--- src/rtl/light_monitor.sv ---
`default_nettype none
// ============================================================================
// Module   : light_monitor
// Function : Lamp driver and checker for the traffic-light sequencer. It
//            latches a flashing-red failsafe when it sees a bad code, a bad
//            transition or a stuck light.
// Revision : 1.0
// ============================================================================
module light_monitor #(
    parameter int MAX_DWELL = 16,
    parameter int BLINK_DIV = 4
) (
    input  logic       clk,
    input  logic       rst_n,
    input  logic [2:0] light_in,
    input  logic       clr_fault,
    output logic       lamp_red,
    output logic       lamp_yellow,
    output logic       lamp_green,
    output logic       fault,
    output logic [1:0] fault_code,
    output logic [7:0] cycle_cnt
);

    localparam int DW = $clog2(MAX_DWELL + 1);
    localparam int BW = (BLINK_DIV > 1) ? $clog2(BLINK_DIV) : 1;

    localparam logic [2:0] c_RED = 3'b100;
    localparam logic [2:0] c_YEL = 3'b010;
    localparam logic [2:0] c_GRN = 3'b001;

    localparam logic [1:0] c_FC_NONE    = 2'b00;
    localparam logic [1:0] c_FC_ILLEGAL = 2'b01;
    localparam logic [1:0] c_FC_ORDER   = 2'b10;
    localparam logic [1:0] c_FC_STUCK   = 2'b11;

    typedef enum logic [1:0] {
        ST_INIT  = 2'd0,
        ST_RUN   = 2'd1,
        ST_FAULT = 2'd2
    } state_t;

    state_t          r_state,  w_state;
    logic [2:0]      r_prev,   w_prev;
    logic [DW-1:0]   r_dwell,  w_dwell;
    logic [BW-1:0]   r_blink,  w_blink;
    logic [2:0]      r_lamps,  w_lamps;
    logic            r_fault,  w_fault;
    logic [1:0]      r_code,   w_code;
    logic [7:0]      r_cnt,    w_cnt;

    logic            w_legal;
    logic [2:0]      w_succ;
    logic            w_enter;
    logic [1:0]      w_enter_code;

    assign w_legal = (light_in == c_RED) || (light_in == c_YEL) || (light_in == c_GRN);

    always_comb begin
        w_succ = 3'b000;
        case (r_prev)
            c_GRN:   w_succ = c_YEL;
            c_YEL:   w_succ = c_RED;
            c_RED:   w_succ = c_GRN;
            default: w_succ = 3'b000;
        endcase
    end

    always_comb begin
        w_state      = r_state;
        w_prev       = r_prev;
        w_dwell      = r_dwell;
        w_blink      = r_blink;
        w_lamps      = r_lamps;
        w_fault      = r_fault;
        w_code       = r_code;
        w_cnt        = r_cnt;
        w_enter      = 1'b0;
        w_enter_code = c_FC_NONE;

        case (r_state)
            ST_INIT: begin
                w_lamps = c_RED;
                if (w_legal) begin
                    w_state = ST_RUN;
                    w_lamps = light_in;
                    w_prev  = light_in;
                    w_dwell = DW'(1);
                end
            end
            ST_RUN: begin
                // Checks are ordered so that a bad code outranks a dwell expiry.
                if (!w_legal) begin
                    w_enter      = 1'b1;
                    w_enter_code = c_FC_ILLEGAL;
                end else if ((light_in != r_prev) && (light_in != w_succ)) begin
                    w_enter      = 1'b1;
                    w_enter_code = c_FC_ORDER;
                end else if (light_in == r_prev) begin
                    if ((r_dwell + DW'(1)) == DW'(MAX_DWELL)) begin
                        w_enter      = 1'b1;
                        w_enter_code = c_FC_STUCK;
                    end else begin
                        w_dwell = r_dwell + DW'(1);
                    end
                end else begin
                    w_lamps = light_in;
                    w_prev  = light_in;
                    w_dwell = DW'(1);
                    if ((r_prev == c_RED) && (light_in == c_GRN)) begin
                        w_cnt = r_cnt + 8'd1;
                    end
                end
            end
            ST_FAULT: begin
                if (clr_fault) begin
                    w_state = ST_INIT;
                    w_fault = 1'b0;
                    w_code  = c_FC_NONE;
                    w_lamps = c_RED;
                    w_dwell = '0;
                    w_prev  = 3'b000;
                    w_blink = '0;
                end else if (r_blink == BW'(BLINK_DIV - 1)) begin
                    w_blink = '0;
                    w_lamps = {~r_lamps[2], 2'b00};
                end else begin
                    w_blink = r_blink + BW'(1);
                end
            end
            default: begin
                w_state = ST_INIT;
            end
        endcase

        if (w_enter) begin
            w_state = ST_FAULT;
            w_fault = 1'b1;
            w_code  = w_enter_code;
            w_lamps = c_RED;
            w_blink = '0;
        end
    end

    always_ff @(posedge clk) begin
        if (!rst_n) begin
            r_state <= ST_INIT;
            r_prev  <= 3'b000;
            r_dwell <= '0;
            r_blink <= '0;
            r_lamps <= c_RED;
            r_fault <= 1'b0;
            r_code  <= c_FC_NONE;
            r_cnt   <= 8'd0;
        end else begin
            r_state <= w_state;
            r_prev  <= w_prev;
            r_dwell <= w_dwell;
            r_blink <= w_blink;
            r_lamps <= w_lamps;
            r_fault <= w_fault;
            r_code  <= w_code;
            r_cnt   <= w_cnt;
        end
    end

    assign lamp_red    = r_lamps[2];
    assign lamp_yellow = r_lamps[1];
    assign lamp_green  = r_lamps[0];
    assign fault       = r_fault;
    assign fault_code  = r_code;
    assign cycle_cnt   = r_cnt;

endmodule
`default_nettype wire

--- config.mk ---
export PLATFORM = sky130hd
export DESIGN_NAME = light_monitor
export DESIGN_NICKNAME = d
export VERILOG_FILES = /design/src/rtl/light_monitor.sv
export SDC_FILE = /design/constraint.sdc
export NUM_CORES = 1
export LEC_CHECK = 0
export BUFFER_PORTS_ARGS = -buffer_cell sky130_fd_sc_hd__buf_2
export CAP_MARGIN = 20
export CORE_UTILIZATION = 50
export DETAILED_ROUTE_END_ITERATION = 10
export GPL_TIMING_DRIVEN = 0
export PLACE_DENSITY = 0.77
export SYNTH_ARGS = -nofsm -noshare
export SYNTH_HDL_FRONTEND = slang
export SYNTH_SLANG_ARGS = --single-unit
--- constraint.sdc ---
create_clock -name clk -period 5.1 [get_ports clk]
set_input_delay 0.765 -clock clk [delete_from_list [all_inputs] [get_ports clk]]
set_output_delay 0.765 -clock clk [all_outputs]
set_load 0.005 [all_outputs]
# [Yosys cells after proc, flatten, opt, wreduce, memory -nomap -nowiden]
# Cells that the tools add are included.
[totals] regBits=26 input_bits=6 output_inout_bits=14 elab_cells=95
[classes] addsub=3 eq_ne=23 muxes=39 bitwise=5 n_reduce_logical=16
[ops] op="5-bit 2-to-1 mux" n=6
[ops] op="3-bit case mux with 3 select lines" n=3
[ops] op="2-bit 2-to-1 mux" n=12
[ops] op="3-bit 2-to-1 mux" n=8
[ops] op="5-bit case mux with 3 select lines" n=1
[ops] op="2-bit inequality test (second input constant)" n=6
[ops] op="3-bit inequality test (second input constant)" n=4
[ops] op="6-bit AND reduction" n=2
[ops] op="5-bit AND reduction" n=2
[ops] op="8-bit by 1-bit adder with 8-bit output (second input constant)" n=1
[ops] op="1-bit 2-to-1 mux" n=8
[ops] op="3-bit by 1-bit == test with 1-bit output (second input constant)" n=2
[ops] op="3-bit by 2-bit == test with 1-bit output (second input constant)" n=2
[ops] op="3-bit == test (second input constant)" n=2
[ops] op="3-bit inequality test" n=2
[ops] op="2-bit case mux with 3 select lines" n=1
[ops] op="3-bit AND reduction" n=2
[ops] op="5-bit by 1-bit adder with 5-bit output (second input constant)" n=1
[ops] op="5-bit == test (second input constant)" n=1
[ops] op="1-bit NOT" n=5
[ops] op="2-bit == test (second input constant)" n=2
[ops] op="2-bit nonzero test" n=2
[ops] op="3-bit == test" n=1
[ops] op="3-bit nonzero test" n=1
[ops] op="other kinds (7)" n=9

# [Logic depth before layout (Yosys ltp)]
[logic_depth] ltp_word=9 mapped_depth=7

# [Least setup slack after synthesis]
# No wires, ideal clock.
[synth_path] path_type="in2reg" startpoint="input light_in[0]" endpoint="register r_lamps[2]" setup_ns=0.120 arrival_time_ns=2.167 required_time_ns=4.980 slack_ns=2.813 path_stages=6 n_path_buf=1 cell_sequence="buf_4 > xor2_1 > or3_4 > o2111a_1 > o31a_1 > a211o_1"
[synth_via] elab_chain_len=6 elab_cells_between_ends=20
[synth_lines] element="start, declared" line_no="15" source="input logic [2:0] light_in,"
[synth_lines] element="3-bit == test (tied with other cells)" line_no="99" source="end else if (light_in == r_prev) begin"
[synth_lines] element="1-bit 2-to-1 mux (tied with other cells)" line_no="99"
[synth_lines] element="1-bit 2-to-1 mux / 1-bit logical OR (equally long branches)" line_no="96, 57"
[synth_lines] element="1-bit 2-to-1 mux" line_no="93" source="if (!w_legal) begin"
[synth_lines] element="1-bit 2-to-1 mux" line_no="81" source="case (r_state)"
[synth_lines] element="2-bit OR reduction (no source line)"
[synth_lines] element="end signal, assigned" line_no="151" source="r_lamps <= c_RED;"
[synth_lines] element="end signal, assigned" line_no="160" source="r_lamps <= w_lamps;"
[synth_lines] element="end, declared" line_no="47" source="logic [2:0] r_lamps, w_lamps;"
# Several ways; a longest one is shown, not always the timed one.
# A chain may end at the register's enable or synchronous reset.

# [Worst setup path after layout]
[layout_path] startpoint="input light_in[1]" endpoint="register r_lamps[2]"
# Same word-level chain as after synthesis.

==> results.py <==
metrics = {
    "run_status": {
        "run_status": "complete, no violations",
    },
    "critical_path": {
        "timing.reg2reg.worst_path_depth": 7,
        "worstPathMaxFanout": 10,
        "worst_ep_arrival_time_ns": 2.49,
        "required_ns": 5.33,
        "capture_point_of_the_worst_reg_to_reg_path": "r_dwell[3]",
        "timing.critical_path.from_type": "primary input",
        "regToRegSetupSlack_ns": 2.92,
        "setup.worst_path.class": "primary input to flip-flop",
        "timing.critical_path.from": "light_in[1]",
        "timing.rr.start": "r_state[0]",
        "worstSetupEndpointType": "flip-flop",
        "setup.worst_path.end": "r_lamps[2]",
    },
    "clocking": {
        "cts_hold_buf": 0,
        "htree_levels": 1,
        "cts_buffers": 3,
        "clk_latency_ns": 0.32,
        "cts-root-buf": "sky130_fd_sc_hd__clkbuf_4",
        "post_cts.resized_instances": 0,
        "tritoncts": "built",
        "cts_sinks": 26,
        "post_cts_setup_repair_buffer_count": 0,
        "clock_tree.buffer_depth": 2,
        "cts.clk_slew.worst_paths_ns": 0.15,
    },
    "flow_run": {
        "cap_viol_max_count": 0,
    },
    "finish": {
        "insertedDiodeCount": 0,
        "final_cell_mix": "sky130_fd_sc_hd__dfxtp_1 (26), sky130_fd_sc_hd__buf_2 (19), sky130_fd_sc_hd__nor2_1 (14)",
        "syn_to_final_growth_pct": 11.4,
        "layout.filler_cells": 255,
        "drive_gt1_frac": 0.179,
        "multi_input_combinational_cell_area_um2": 938,
        "area.sequential_um2": 520,
        "layout.nets": 215,
        "layout_commonest_cell": "sky130_fd_sc_hd__dfxtp_1",
    },
    "power": {
        "power_w": 0.000675,
        "total_leakage_power_nw": 0.701,
        "vdd.ir_drop.worst_uv": 237,
        "power.density_nw_per_um2": 393,
    },
    "floorplan": {
        "design.core.area_um2": 2830,
        "die_area_um2": 3310,
        "die_w_um": 57.5,
        "io-pin-count": 20,
        "die_y_um": 57.5,
        "fp-row-count": 19,
        "initial_utilization": 0.545,
    },
    "detailed_routing": {
        "vias": 1389,
        "drt.antenna.violating_nets": 0,
        "routed_wirelength_um": 3320,
        "routed_via_density": 5.99,
        "routed_wire_length_per_instance_um": 14.3,
        "firstDrtPassIters": 4,
        "drt_iter0_drc": 43,
        "drt_drc_violations_left": 0,
    },
    "synthesis": {
        "synth-edff-count": 0,
        "asyncSetResetFlopFracSynth": 0,
        "yosys_warnings": 0,
        "synth.cell_area_um2": 1540,
        "number_of_synthesized_register_bits": 26,
        "syn_nets": 193,
        "share_of_synthesized_area_occupied_by_flip_flops_and_latches": 0.337,
        "postSynthAreaPerCell_um2": 8.57,
        "yosysUniqueCellTypes": 50,
        "synthesis.instances": 180,
        "ys.flop_type": "sky130_fd_sc_hd__dfxtp_1",
    },
    "timing": {
        "setup_tns_ns": 0,
        "maxSlewViolCount": 0,
        "hold_viol": 0,
        "final_skew_ns": 0.0104,
        "period_minus_slack_ns": 2.26,
        "fmaxAchievable_mhz": 443,
        "timing.final.crit_share": 0.442,
        "final-setup-viol-count": 0,
        "max-slew-margin-rel": 0.481,
        "timing_worst_slew_pin_value_ns": 0.771,
        "grt_setup_unrepaired": "false",
        "fin_ws_ns": 2.84,
    },
    "global_route": {
        "antenna_violations_before_repair": 0,
        "grt-ovfl-total": 0,
        "global_route.usage.total": 0.210,
        "grt_pass1_wl_um": 5480,
        "pin_count_of_the_biggest_net_entering_global_routing": 16,
        "grt_pass1_vias": 1204,
    },
    "place": {
        "gp_congestion": 0.917,
        "dp_slack_ns": 2.54,
        "place.port_buffers": 17,
        "hpwlAfterDp_um": 2540,
    },
    "hold_path": {
        "min_path_type": "flip-flop to flip-flop",
    },
}
[worst min path at each step]
| stage | slack [ns] | cells after the start | start | end |
|---|---|---|---|---|
| finish | 0.49 | 2 | r_lamps[1] | r_lamps[1] |
| global route | 0.54 | 2 | r_lamps[1] | r_lamps[1] |
| CTS | 0.49 | 2 | r_lamps[1] | r_lamps[1] |
| detailed placement | 0.47 | 2 | r_lamps[0] | r_lamps[0] |
| global placement | 0.46 | 2 | r_lamps[0] | r_lamps[0] |
| floorplan | 0.46 | 2 | r_dwell[1] | r_dwell[1] |
[cells in the mapped netlist, types with 2 or more instances]
master,count,share of area
sky130_fd_sc_hd__inv_1,8,0.019
sky130_fd_sc_hd__clkbuf_1,2,0.0049
sky130_fd_sc_hd__nand2_1,13,0.032
sky130_fd_sc_hd__and4bb_2,2,0.016
sky130_fd_sc_hd__or2_2,2,0.0081
sky130_fd_sc_hd__o211ai_1,3,0.015
sky130_fd_sc_hd__xor2_1,10,0.057
sky130_fd_sc_hd__a311oi_1,3,0.017
sky130_fd_sc_hd__ha_1,7,0.057
sky130_fd_sc_hd__buf_4,2,0.0097
sky130_fd_sc_hd__and3_1,3,0.012
sky130_fd_sc_hd__nor2_1,14,0.034
sky130_fd_sc_hd__buf_2,2,0.0065
sky130_fd_sc_hd__nor3_1,6,0.019
sky130_fd_sc_hd__and2_1,3,0.012
sky130_fd_sc_hd__o21ai_0,9,0.029
sky130_fd_sc_hd__nand2b_1,9,0.036
sky130_fd_sc_hd__mux2i_1,4,0.026
sky130_fd_sc_hd__nand3_1,8,0.026
sky130_fd_sc_hd__a211oi_1,2,0.0097
sky130_fd_sc_hd__dfxtp_1,26,0.34
sky130_fd_sc_hd__o21a_1,2,0.0097
sky130_fd_sc_hd__a21oi_1,5,0.016
sky130_fd_sc_hd__nand4_1,7,0.028
sky130_fd_sc_hd__a31oi_1,2,0.0081
sky130_fd_sc_hd__nand4b_1,2,0.011
[critical path, stage by stage]
cell and delay (ns):
sky130_fd_sc_hd__buf_2 0.11, sky130_fd_sc_hd__buf_6 0.13, sky130_fd_sc_hd__nor4_2 0.13, sky130_fd_sc_hd__nand3_1 0.18, sky130_fd_sc_hd__a311oi_1 0.69, sky130_fd_sc_hd__nand4_1 0.18, sky130_fd_sc_hd__a211o_1 0.30
[layer usage]
layer	up-vias	GRT usage	share of wire
met2	21	0.347	0.48
met1	662	0.294	0.49
met3	2	0.0249	0.022
li1	704	-	-
met4	0	0.0453	0.0057
met5	-	0	0
[layout make-up]
type                    instances  share of cell area
plain buffers                   8              0.0313
clock buffers                   3              0.0131
clock inverters                 1              0.0175
inverters                       8              0.0175
multi-input cells             138               0.546
flip-flops and latches         26               0.303
well taps                      31              0.0226
repair buffers                 17              0.0495
[report_power, final]
part | leakage (nW) | internal (W) | switching, W | total, W
Combinational | 0.462 | 0.000113 | 0.000154 | 0.000267
Clock | 0.0279 | 0.0000794 | 0.0000613 | 0.000141
Sequential | 0.211 | 0.000236 | 0.0000317 | 0.000267
[per-stage QoR]
step	util	std cells	hold WS, ns	instance area [um2]
floorplan	-	180	0.460	1540
global placement	0.589	228	0.463	1670
detailed placement	0.589	228	0.470	1670
CTS	0.608	232	0.494	1720
global route	0.608	232	0.540	1720
finish	0.608	232	0.492	1720
[cell families (layout without fill, tap and decap cells)]
kind of cell               after synthesis  after routing  synth area share
and+or+nand+nor                         76             76             0.277
xor gates and xnor gates                11             11            0.0624
AOI/OAI and AO/OA                       40             40             0.186
adders and majority gates                7              7            0.0568
muxes                                    4              4            0.0260
DFF                                     26             26             0.337
buffers and inverters                   16             37            0.0543
[sequential cells by signal (all words and copies together) (netlist names)]
signal      flops
r_prev          3
fault           1
fault_code      2
r_lamps         3
r_blink         2
cycle_cnt       8
r_state         2
r_dwell         5
No activity file was read; power rests on OpenSTA's default activity.
